$ cat src/rtl/alu_seq_muldiv_if.sv
// Decoder <-> EX-stage ALU bundle: op/operand handshake, result/flags, HI/LO and busy.
interface alu_seq_muldiv_if #(
  parameter int WIDTH = 32
);
  logic             in_valid;
  logic             in_ready;
  logic [4:0]       op;
  logic [WIDTH-1:0] opx;
  logic [WIDTH-1:0] opy;
  logic             abort;
  logic             out_valid;
  logic [WIDTH-1:0] result;
  logic             zero;
  logic             neg;
  logic             ovf;
  logic             busy;
  logic [WIDTH-1:0] hi;
  logic [WIDTH-1:0] lo;

  modport master (
    output in_valid, op, opx, opy, abort,
    input  in_ready, out_valid, result, zero, neg, ovf, busy, hi, lo
  );

  modport slave (
    input  in_valid, op, opx, opy, abort,
    output in_ready, out_valid, result, zero, neg, ovf, busy, hi, lo
  );
endinterface

$ cat src/rtl/alu_seq_muldiv.sv
// Registered ALU with iterative radix-2 mul/div and HI/LO registers (MIPS-style).
// Optional signed-overflow flag for add/sub is built when ALU_OVERFLOW_EN is defined.
module alu_seq_muldiv #(
  parameter int WIDTH = 32,
  parameter int SHW   = 5
) (
  input logic             clk,
  input logic             rst,
  alu_seq_muldiv_if.slave bus
);
  localparam int CW = SHW + 1;

  typedef enum logic [1:0] {IDLE = 2'd0, RUN = 2'd1, FIX = 2'd2} state_t;
  state_t state_reg, state_next;

  logic [CW-1:0]    cnt_reg;
  logic [WIDTH-1:0] acc_hi_reg, acc_lo_reg, m_reg, x_reg;
  logic             is_div_reg, neg_q_reg, neg_r_reg, yzero_reg;
  logic [WIDTH-1:0] result_reg, hi_reg, lo_reg;
  logic             out_valid_reg, zero_reg, neg_reg;

  logic             accept, is_muldiv, is_signed, sx, sy;
  logic             single_done, fix_done;
  logic [WIDTH-1:0] mag_x, mag_y;
  logic [SHW-1:0]   shamt;
  logic [WIDTH-1:0] sum_xy, dif_xy, alu_res;

  assign accept      = bus.in_valid && (state_reg == IDLE);
  assign is_muldiv   = (bus.op[4:2] == 3'b100);
  assign is_signed   = ~bus.op[0];
  assign sx          = is_signed & bus.opx[WIDTH-1];
  assign sy          = is_signed & bus.opy[WIDTH-1];
  assign mag_x       = sx ? -bus.opx : bus.opx;
  assign mag_y       = sy ? -bus.opy : bus.opy;
  assign single_done = accept && !is_muldiv;
  assign fix_done    = (state_reg == FIX) && !bus.abort;

  assign shamt  = bus.opy[SHW-1:0];
  assign sum_xy = bus.opx + bus.opy;
  assign dif_xy = bus.opx - bus.opy;

  always_comb begin
    alu_res = '0;
    case (bus.op)
      5'd0, 5'd13: alu_res = sum_xy;
      5'd1:        alu_res = bus.opx & bus.opy;
      5'd2:        alu_res = bus.opx ^ bus.opy;
      5'd3:        alu_res = bus.opx | bus.opy;
      5'd4:        alu_res = ~(bus.opx | bus.opy);
      5'd5, 5'd14: alu_res = dif_xy;
      5'd6:        alu_res = {{(WIDTH-1){1'b0}}, (bus.opx < bus.opy)};
      5'd7:        alu_res = {{(WIDTH-1){1'b0}}, ($signed(bus.opx) < $signed(bus.opy))};
      5'd8:        alu_res = bus.opx >> shamt;
      5'd9:        alu_res = $signed(bus.opx) >>> shamt;
      5'd10:       alu_res = bus.opx << shamt;
      5'd11:       alu_res = bus.opx;
      5'd12:       alu_res = bus.opy;
      5'd20:       alu_res = hi_reg;
      5'd21:       alu_res = lo_reg;
      5'd22, 5'd23: alu_res = bus.opx;
      default:     alu_res = '0;
    endcase
  end

  // One radix-2 step: multiply adds multiplicand then shifts {acc_hi,acc_lo} right;
  // restoring divide shifts the next dividend bit into the remainder and trial-subtracts.
  logic [WIDTH:0] mul_sum, div_trial;
  assign mul_sum   = {1'b0, acc_hi_reg} + (acc_lo_reg[0] ? {1'b0, m_reg} : {(WIDTH+1){1'b0}});
  assign div_trial = {acc_hi_reg, acc_lo_reg[WIDTH-1]} - {1'b0, m_reg};

  logic [2*WIDTH-1:0] prod, prod_neg;
  logic [WIDTH-1:0]   fix_hi, fix_lo;
  assign prod     = {acc_hi_reg, acc_lo_reg};
  assign prod_neg = -prod;

  always_comb begin
    fix_hi = acc_hi_reg;
    fix_lo = acc_lo_reg;
    if (!is_div_reg) begin
      {fix_hi, fix_lo} = neg_q_reg ? prod_neg : prod;
    end else if (yzero_reg) begin
      fix_lo = '1;
      fix_hi = x_reg;
    end else begin
      fix_lo = neg_q_reg ? -acc_lo_reg : acc_lo_reg;
      fix_hi = neg_r_reg ? -acc_hi_reg : acc_hi_reg;
    end
  end

  always_ff @(posedge clk or posedge rst) begin
    if (rst) state_reg <= IDLE;
    else     state_reg <= state_next;
  end

  always_comb begin
    state_next = state_reg;
    case (state_reg)
      IDLE:    if (accept && is_muldiv) state_next = RUN;
      RUN:     if (bus.abort) state_next = IDLE;
               else if (cnt_reg == CW'(1)) state_next = FIX;
      FIX:     state_next = IDLE;
      default: state_next = IDLE;
    endcase
  end

  always_comb begin
    bus.in_ready = (state_reg == IDLE);
    bus.busy     = (state_reg != IDLE);
  end

  always_ff @(posedge clk or posedge rst) begin
    if (rst) begin
      cnt_reg       <= '0;
      acc_hi_reg    <= '0;
      acc_lo_reg    <= '0;
      m_reg         <= '0;
      x_reg         <= '0;
      is_div_reg    <= 1'b0;
      neg_q_reg     <= 1'b0;
      neg_r_reg     <= 1'b0;
      yzero_reg     <= 1'b0;
      result_reg    <= '0;
      hi_reg        <= '0;
      lo_reg        <= '0;
      out_valid_reg <= 1'b0;
      zero_reg      <= 1'b0;
      neg_reg       <= 1'b0;
    end else begin
      out_valid_reg <= 1'b0;
      if (accept && is_muldiv) begin
        cnt_reg    <= CW'(WIDTH);
        acc_hi_reg <= '0;
        acc_lo_reg <= bus.op[1] ? mag_x : mag_y;
        m_reg      <= bus.op[1] ? mag_y : mag_x;
        x_reg      <= bus.opx;
        is_div_reg <= bus.op[1];
        neg_q_reg  <= sx ^ sy;
        neg_r_reg  <= sx;
        yzero_reg  <= (bus.opy == '0);
      end
      if (single_done) begin
        result_reg    <= alu_res;
        zero_reg      <= (alu_res == '0);
        neg_reg       <= alu_res[WIDTH-1];
        out_valid_reg <= 1'b1;
        if (bus.op == 5'd22) hi_reg <= bus.opx;
        if (bus.op == 5'd23) lo_reg <= bus.opx;
      end
      if (state_reg == RUN && !bus.abort) begin
        cnt_reg <= cnt_reg - CW'(1);
        if (!is_div_reg) begin
          acc_hi_reg <= mul_sum[WIDTH:1];
          acc_lo_reg <= {mul_sum[0], acc_lo_reg[WIDTH-1:1]};
        end else if (!div_trial[WIDTH]) begin
          acc_hi_reg <= div_trial[WIDTH-1:0];
          acc_lo_reg <= {acc_lo_reg[WIDTH-2:0], 1'b1};
        end else begin
          acc_hi_reg <= {acc_hi_reg[WIDTH-2:0], acc_lo_reg[WIDTH-1]};
          acc_lo_reg <= {acc_lo_reg[WIDTH-2:0], 1'b0};
        end
      end
      if (fix_done) begin
        hi_reg        <= fix_hi;
        lo_reg        <= fix_lo;
        result_reg    <= fix_lo;
        zero_reg      <= (fix_lo == '0);
        neg_reg       <= fix_lo[WIDTH-1];
        out_valid_reg <= 1'b1;
      end
    end
  end

`ifdef ALU_OVERFLOW_EN
  logic ovf_calc, ovf_reg;
  // Subtract overflows when operand signs differ (X vs ~Y match) and the sign flips.
  always_comb begin
    ovf_calc = 1'b0;
    if (bus.op == 5'd13)
      ovf_calc = (bus.opx[WIDTH-1] == bus.opy[WIDTH-1]) && (sum_xy[WIDTH-1] != bus.opx[WIDTH-1]);
    else if (bus.op == 5'd14)
      ovf_calc = (bus.opx[WIDTH-1] != bus.opy[WIDTH-1]) && (dif_xy[WIDTH-1] != bus.opx[WIDTH-1]);
  end

  always_ff @(posedge clk or posedge rst) begin
    if (rst)              ovf_reg <= 1'b0;
    else if (single_done) ovf_reg <= ovf_calc;
    else if (fix_done)    ovf_reg <= 1'b0;
  end

  assign bus.ovf = ovf_reg;
`else
  assign bus.ovf = 1'b0;
`endif

  assign bus.out_valid = out_valid_reg;
  assign bus.result    = result_reg;
  assign bus.zero      = zero_reg;
  assign bus.neg       = neg_reg;
  assign bus.hi        = hi_reg;
  assign bus.lo        = lo_reg;
endmodule
$ cat src/flat_wrapper.sv
// flat-port wrapper written by rule: the top's interface ports become plain ports
module alu_seq_muldiv_flat 
#(
  parameter int WIDTH = 32,
  parameter int SHW   = 5
)
  (clk, rst, bus_in_valid, bus_op, bus_opx, bus_opy, bus_abort, bus_in_ready, bus_out_valid, bus_result, bus_zero, bus_neg, bus_ovf, bus_busy, bus_hi, bus_lo);
  alu_seq_muldiv_if #(.WIDTH(WIDTH)) bus_i ();
  input logic clk;
  input logic rst;
  input wire logic [$bits(bus_i.in_valid)-1:0] bus_in_valid;
  input wire logic [$bits(bus_i.op)-1:0] bus_op;
  input wire logic [$bits(bus_i.opx)-1:0] bus_opx;
  input wire logic [$bits(bus_i.opy)-1:0] bus_opy;
  input wire logic [$bits(bus_i.abort)-1:0] bus_abort;
  output wire logic [$bits(bus_i.in_ready)-1:0] bus_in_ready;
  output wire logic [$bits(bus_i.out_valid)-1:0] bus_out_valid;
  output wire logic [$bits(bus_i.result)-1:0] bus_result;
  output wire logic [$bits(bus_i.zero)-1:0] bus_zero;
  output wire logic [$bits(bus_i.neg)-1:0] bus_neg;
  output wire logic [$bits(bus_i.ovf)-1:0] bus_ovf;
  output wire logic [$bits(bus_i.busy)-1:0] bus_busy;
  output wire logic [$bits(bus_i.hi)-1:0] bus_hi;
  output wire logic [$bits(bus_i.lo)-1:0] bus_lo;
  assign bus_i.in_valid = bus_in_valid;
  assign bus_i.op = bus_op;
  assign bus_i.opx = bus_opx;
  assign bus_i.opy = bus_opy;
  assign bus_i.abort = bus_abort;
  assign bus_in_ready = bus_i.in_ready;
  assign bus_out_valid = bus_i.out_valid;
  assign bus_result = bus_i.result;
  assign bus_zero = bus_i.zero;
  assign bus_neg = bus_i.neg;
  assign bus_ovf = bus_i.ovf;
  assign bus_busy = bus_i.busy;
  assign bus_hi = bus_i.hi;
  assign bus_lo = bus_i.lo;
  alu_seq_muldiv #(.WIDTH(WIDTH), .SHW(SHW)) u_core (.clk(clk), .rst(rst), .bus(bus_i));
endmodule
$ cat config.mk
export PLATFORM = sky130hd
export DESIGN_NAME = alu_seq_muldiv_flat
export DESIGN_NICKNAME = d
export VERILOG_FILES = /design/src/rtl/alu_seq_muldiv_if.sv /design/src/rtl/alu_seq_muldiv.sv /design/src/flat_wrapper.sv
export SDC_FILE = /design/constraint.sdc
export NUM_CORES = 2
export LEC_CHECK = 0
export CORE_AREA = 2 2 256 283
export DETAILED_ROUTE_END_ITERATION = 6
export DIE_AREA = 0 0 258 285
export PLACE_DENSITY_LB_ADDON = 0.3
export SETUP_SLACK_MARGIN = 0.05
export SLEW_MARGIN = 10
export SYNTH_ARGS = -nofsm -noshare
export SYNTH_HDL_FRONTEND = slang
export SYNTH_SLANG_ARGS = --single-unit
$ cat constraint.sdc
create_clock -name clk -period 7.91 [get_ports clk]
set_input_delay 1.582 -clock clk [delete_from_list [all_inputs] [get_ports clk]]
set_output_delay 1.582 -clock clk [all_outputs]
set_load 0.02 [all_outputs]
### After elaboration in Yosys (flattened, before gate mapping)

Index checks and enable logic that the tools add are counted.

| operators by class | value |
|---|---|
| add/sub/neg operators | 10 |
| magnitude comparators | 2 |
| eq/ne operators | 24 |
| shifts and indexed selects | 3 |
| muxes and demuxes | 41 |
| bitwise logic cells | 8 |
| reductions and logical operators | 23 |

Operator list:

| operator | number |
|---|---|
| $mux W32 | 26 |
| $pmux W32 S15 | 1 |
| $neg A32 Y32 | 4 |
| $logic_not A32 Y1 | 3 |
| $lt A32 B32 Y1 | 2 |
| $mux W64 | 1 |
| $neg A64 Y64 | 1 |
| $eq A5 B4 Y1 const B | 7 |
| $add A32 B33 Y33 | 1 |
| $sub A33 B32 Y33 | 1 |
| $add A32 B32 Y32 | 1 |
| $and A32 B32 Y32 | 1 |
| $not A32 Y32 | 1 |
| $or A32 B32 Y32 | 1 |
| $shl A32 B5 Y32 | 1 |
| $shr A32 B5 Y32 | 1 |
| $sshr A32 B5 Y32 | 1 |
| $sub A32 B32 Y32 | 1 |
| $xor A32 B32 Y32 | 1 |
| $eq A5 B3 Y1 const B | 4 |
| $eq A5 B5 Y1 const B | 4 |
| $mux W6 | 2 |
| $eq A5 B2 Y1 const B | 2 |
| $reduce_bool A2 Y1 | 5 |
| other kinds (21) | 38 |

| word-level totals | value |
|---|---|
| bits in registers | 239 |
| input port bits | 73 |
| output and inout port bits | 102 |
| logic and storage cells | 127 |

### Depth between registers and ports, before layout

| logic depth | value |
|---|---|
| depth after elaboration | 6 |
| gate-level depth with buffers | 18 |
| mapped depth without buffers | 16 |

### Least setup slack after synthesis

No wires, ideal clock.

| path | value |
|---|---|
| kind | input to register |
| start | input bus_opy[1] |
| end | register u_core.zero_reg (netlist: u_core.bus.zero) |
| setup time | 95 ps |
| arrival time | 5854 ps |
| data required time | 7815 ps |
| setup slack | 1961 ps |
| stages on the path | 18 |
| buffers on the path | 4 |
| cells stage by stage | clkbuf_1 > clkinv_1 > buf_1 > clkbuf_1 > buf_1 > ha_1 > a211oi_1 > nor2_1 > a2111oi_0 > o21ai_0 > xnor2_1 > o221ai_1 > nor2_1 > nand4_1 > or4_1 > nor4_1 > nand4b_1 > o31ai_1 |

| on the way | value |
|---|---|
| longest elaborated chain between the ends | 6 |
| elaborated cells on any way between the ends | 15 |
| those cells by class | 2 x add/sub; 2 x order compare; 3 x shift; 3 x mux; 4 x bitwise; 1 x reduce/logical |

Ends and longest elaborated chain:

| what | RTL line | RTL |
|---|---|---|
| start: declaration | flat_wrapper.sv:14 | `input wire logic [$bits(bus_i.opy)-1:0] bus_opy;` |
| branches (longest 2 deep; another with $sub A32 B32 Y32) | n/a |  |
| $pmux W32 S15 * | alu_seq_muldiv.sv:44 | `case (bus.op)` |
| $logic_not A32 Y1 * | alu_seq_muldiv.sv:143 | `zero_reg <= (alu_res == '0);` |
| $mux W1 * | alu_seq_muldiv.sv:141 | `if (single_done) begin` |
| $mux W1 * | alu_seq_muldiv.sv:162 | `if (fix_done) begin` |
| end signal: assignment | alu_seq_muldiv.sv:143 |  |
| end signal: assignment | alu_seq_muldiv.sv:166 | `zero_reg <= (fix_lo == '0);` |
| end: declaration | alu_seq_muldiv.sv:20 | `logic out_valid_reg, zero_reg, neg_reg;` |

Every way passes the cells marked *. The select of a mux whose other input is x is not followed.
A chain may end at the register's enable or synchronous reset.

### Worst setup path in the final report

| path | value |
|---|---|
| start | input bus_opx[0] |
| end | register u_core.zero_reg (netlist: u_core.bus.zero) |

| on the way | value |
|---|---|
| longest elaborated chain between the ends | 6 |
| elaborated cells on any way between the ends | 15 |
| those cells by class | 2 x add/sub; 2 x order compare; 3 x shift; 3 x mux; 4 x bitwise; 1 x reduce/logical |

Ends and longest elaborated chain:

| what | RTL line | RTL |
|---|---|---|
| start: declaration | flat_wrapper.sv:13 | `input wire logic [$bits(bus_i.opx)-1:0] bus_opx;` |
| branches (longest 2 deep; another with $sub A32 B32 Y32) | n/a |  |
| $pmux W32 S15 * | alu_seq_muldiv.sv:44 |  |
| $logic_not A32 Y1 * | alu_seq_muldiv.sv:143 |  |
| $mux W1 * | alu_seq_muldiv.sv:141 |  |
| $mux W1 * | alu_seq_muldiv.sv:162 |  |

Marked as above.

==> impl_metrics.ini <==
[worst_setup_path]
cp_common_cell = o31ai_1
crit_type = input pin to flip-flop
path_buf_inv = 2
crit_chain = clkdlybuf4s50_1 > inv_1 > ha_1 > fa_1 > o21ba_2 > a2111o_1 > a211oi_1 > o31ai_1 > a31oi_1 > o211ai_1 > a221oi_1 > o2111ai_1 > or4_1 > nor4_1 > nand4b_1 > o31ai_1
crit_arrival_ps = 7090
cpMaxStageDelayCell = clkdlybuf4s50_1
cpPeakStageDelay_ps = 770
cp_top_family = compound AO/OA/AOI/OAI gates
critPathRequiredTime_ps = 8430
worstSetupEndpointType = flip-flop
critPathLaunchType = input pin
cp_max_fo = 10

[power]
power_leakage_nw = 13.2
fin_total_pwr_mw = 8.03
irDropWorstVdd_mv = 0.181
power.density_nw_per_um2 = 252

[grt]
grt_pass1_wl_um = 212000
grt_max_degree = 171
antenna_found_initial = 5
grt_use_total = 0.387
grt-ovfl-total = 0
grt_pass1_vias = 29900

[timing]
fmax_mhz = 152
finalHoldViolations = 0
setup_viol_count_final = 0
relSlewSlack = 0.123
fin_skew_ps = 19.9
tns_ps = 0
rsz0062_at_grt = no
finalMaxSlewViolations = 0
worstMarginPinSlew_ps = 1320
post-route-period-util = 0.831
period_needed_ps = 6570

[logic_synthesis]
synth_seq_cells = 238
netlist_area_um2 = 28000
synth_top_cell_by_area = dfrtp_1
ys_types = 91
synth.top_cells.by_count = 442 x nand2_1, 369 x o21ai_0, 340 x nor2_1
syn_avg_cell_area_um2 = 7.37
synth.top_cells.by_area = dfrtp_1 21%, ha_1 7.6%, o21ai_0 6.6%, nand2_1 5.9%, mux2i_1 5.6%
seq_area_frac_synth = 0.213
yosysWarnings = 0
synth_edf_count = 0
yosysMostFrequentCell = nand2_1
syn_nets = 4039
synthArstFlopShare = 1.00
synth_flop_cell = dfrtp_1
synth.top_cell.area_share = 0.213
synthCells = 3792

[clock_tree]
cts_resized = 0
clk_latency_ps = 620
postCtsHoldBufs = 0
cts_setup_buffers = 0
cts_buffers = 30
cts_sinks = 238
cts_tree = done
cts-root-buf = clkbuf_16
cts_buffer_depth = 3
htreeDepth = 1
clk_transition_reported_paths_ps = 70

[route]
wl_met2_um = 63500
drtAntennaViolNets = 0
drtIter0Drc = 4334
routed.top_layer = met5
routed-via-count = 32000
viasPerCell = 6.66
dr.pass1.iters = 6
wl_met1_um = 57100
post_drt_wl_per_cell_um = 30.9
drcViolationCount = 0
routed_wirelength_um = 148000
wl_met3_um = 18700

[place]
port_buffers = 173
place_area_um2 = 30800
dpl.hpwl_um = 113000
finalWeightedCongestion = 1.08

[floorplanning]
die_x_um = 258
start_util = 0.394
die-area_um2 = 73500
num_io_pins = 175
fp.coreArea_um2 = 71000
rows = 103
die-height_um = 285

[min_path]
hp-class = flip-flop to flip-flop

[layout]
finish.net_count = 4074
final_cell_area_um2 = 31900
syn_to_final_growth_pct = 14.0
num-fill-cells = 7222
drive_above_1_share = 0.0797

[job]
max-cap-violations = 0

[run_status]
outcome = finished clean
-- cell families (layout without fill, tap and decap cells) --
group,count (synthesis),in the layout,share of synthesized area
DFF,238,238,0.213
other,1,3,0.000134
buffers and inverters,465,523,0.0635
AOI/OAI and AO/OA,1326,1326,0.311
and+or+nand+nor,1209,1209,0.198
adders and majority gates,174,174,0.0790
muxes,205,205,0.0809
xor gates and xnor gates,174,174,0.0545
-- where the power goes --
group | internal, mW | switching (mW)
registers | 1.53 | 0.582
clock network | 0.905 | 0.629
logic | 1.75 | 2.64
total | 4.18 | 3.85
-- placed cells by master, fill, tap and decap left out, drive strengths merged, types with 41 or more instances in the layout --
master	count
a211oi	48
mux2i	155
o21ai	370
ha	170
nand2	442
a22oi	69
o211ai	57
nor2b	41
buf	141
nand3	113
clkbuf	41
inv	156
xnor2	132
nor2	340
dfrtp	238
a21oi	280
a21o	45
o221ai	62
xor2	42
nor3	59
a221oi	51
o22ai	48
clkdlybuf4s50	167
-- cell type report --
cell class	count	area, um^2	share of cell area
multi-input combinational	3089	20300	0.637
clock inverter	14	183	0.00573
tap	945	1180	0.0371
timing repair buffer	308	2750	0.0862
inverter	160	604	0.0190
sequential	238	5960	0.187
antenna	2	5.00	0.000157
clock buffer	41	883	0.0277
-- final timing paths --
| path | depth (start not counted) | slack, ps | startpoint | end |
|---|---|---|---|---|
| worst max-delay path | 16 | 1340 | bus_opx[0] | u_core.bus.zero |
| worst min-delay path | 1 | 470 | u_core.cnt_reg[5] | u_core.cnt_reg[5] |
| worst max register to register | 17 | 2010 | u_core.acc_lo_reg[31] | u_core.acc_hi_reg[30] |
| worst min register to register | 1 | 470 | u_core.cnt_reg[5] | u_core.cnt_reg[5] |
| max in group asynchronous | 4 | 4820 | rst | u_core.is_div_reg |
| min in group asynchronous | 2 | 1240 | rst | u_core.bus.hi[23] |
-- layer usage --
metal / up-vias / GRT usage
li1: 14000 / -
met1: 15300 / 0.495
met2: 2151 / 0.594
met3: 459 / 0.118
met4: 10 / 0.182
met5: - / 0.00258
-- stage by stage --
step           hold WS [ps]  setup WS, ps   util  cells
3_5_place_dp            471           812  0.434   4740
2_1_floorplan           445          1960      -   3792
3_3_place_gp            464           999  0.434   4740
4_1_cts                 479          1460  0.449   4795
5_1_grt                 508          1020  0.449   4795
6_report                474          1340  0.449   4797
No activity file was read; power rests on OpenSTA's default activity.
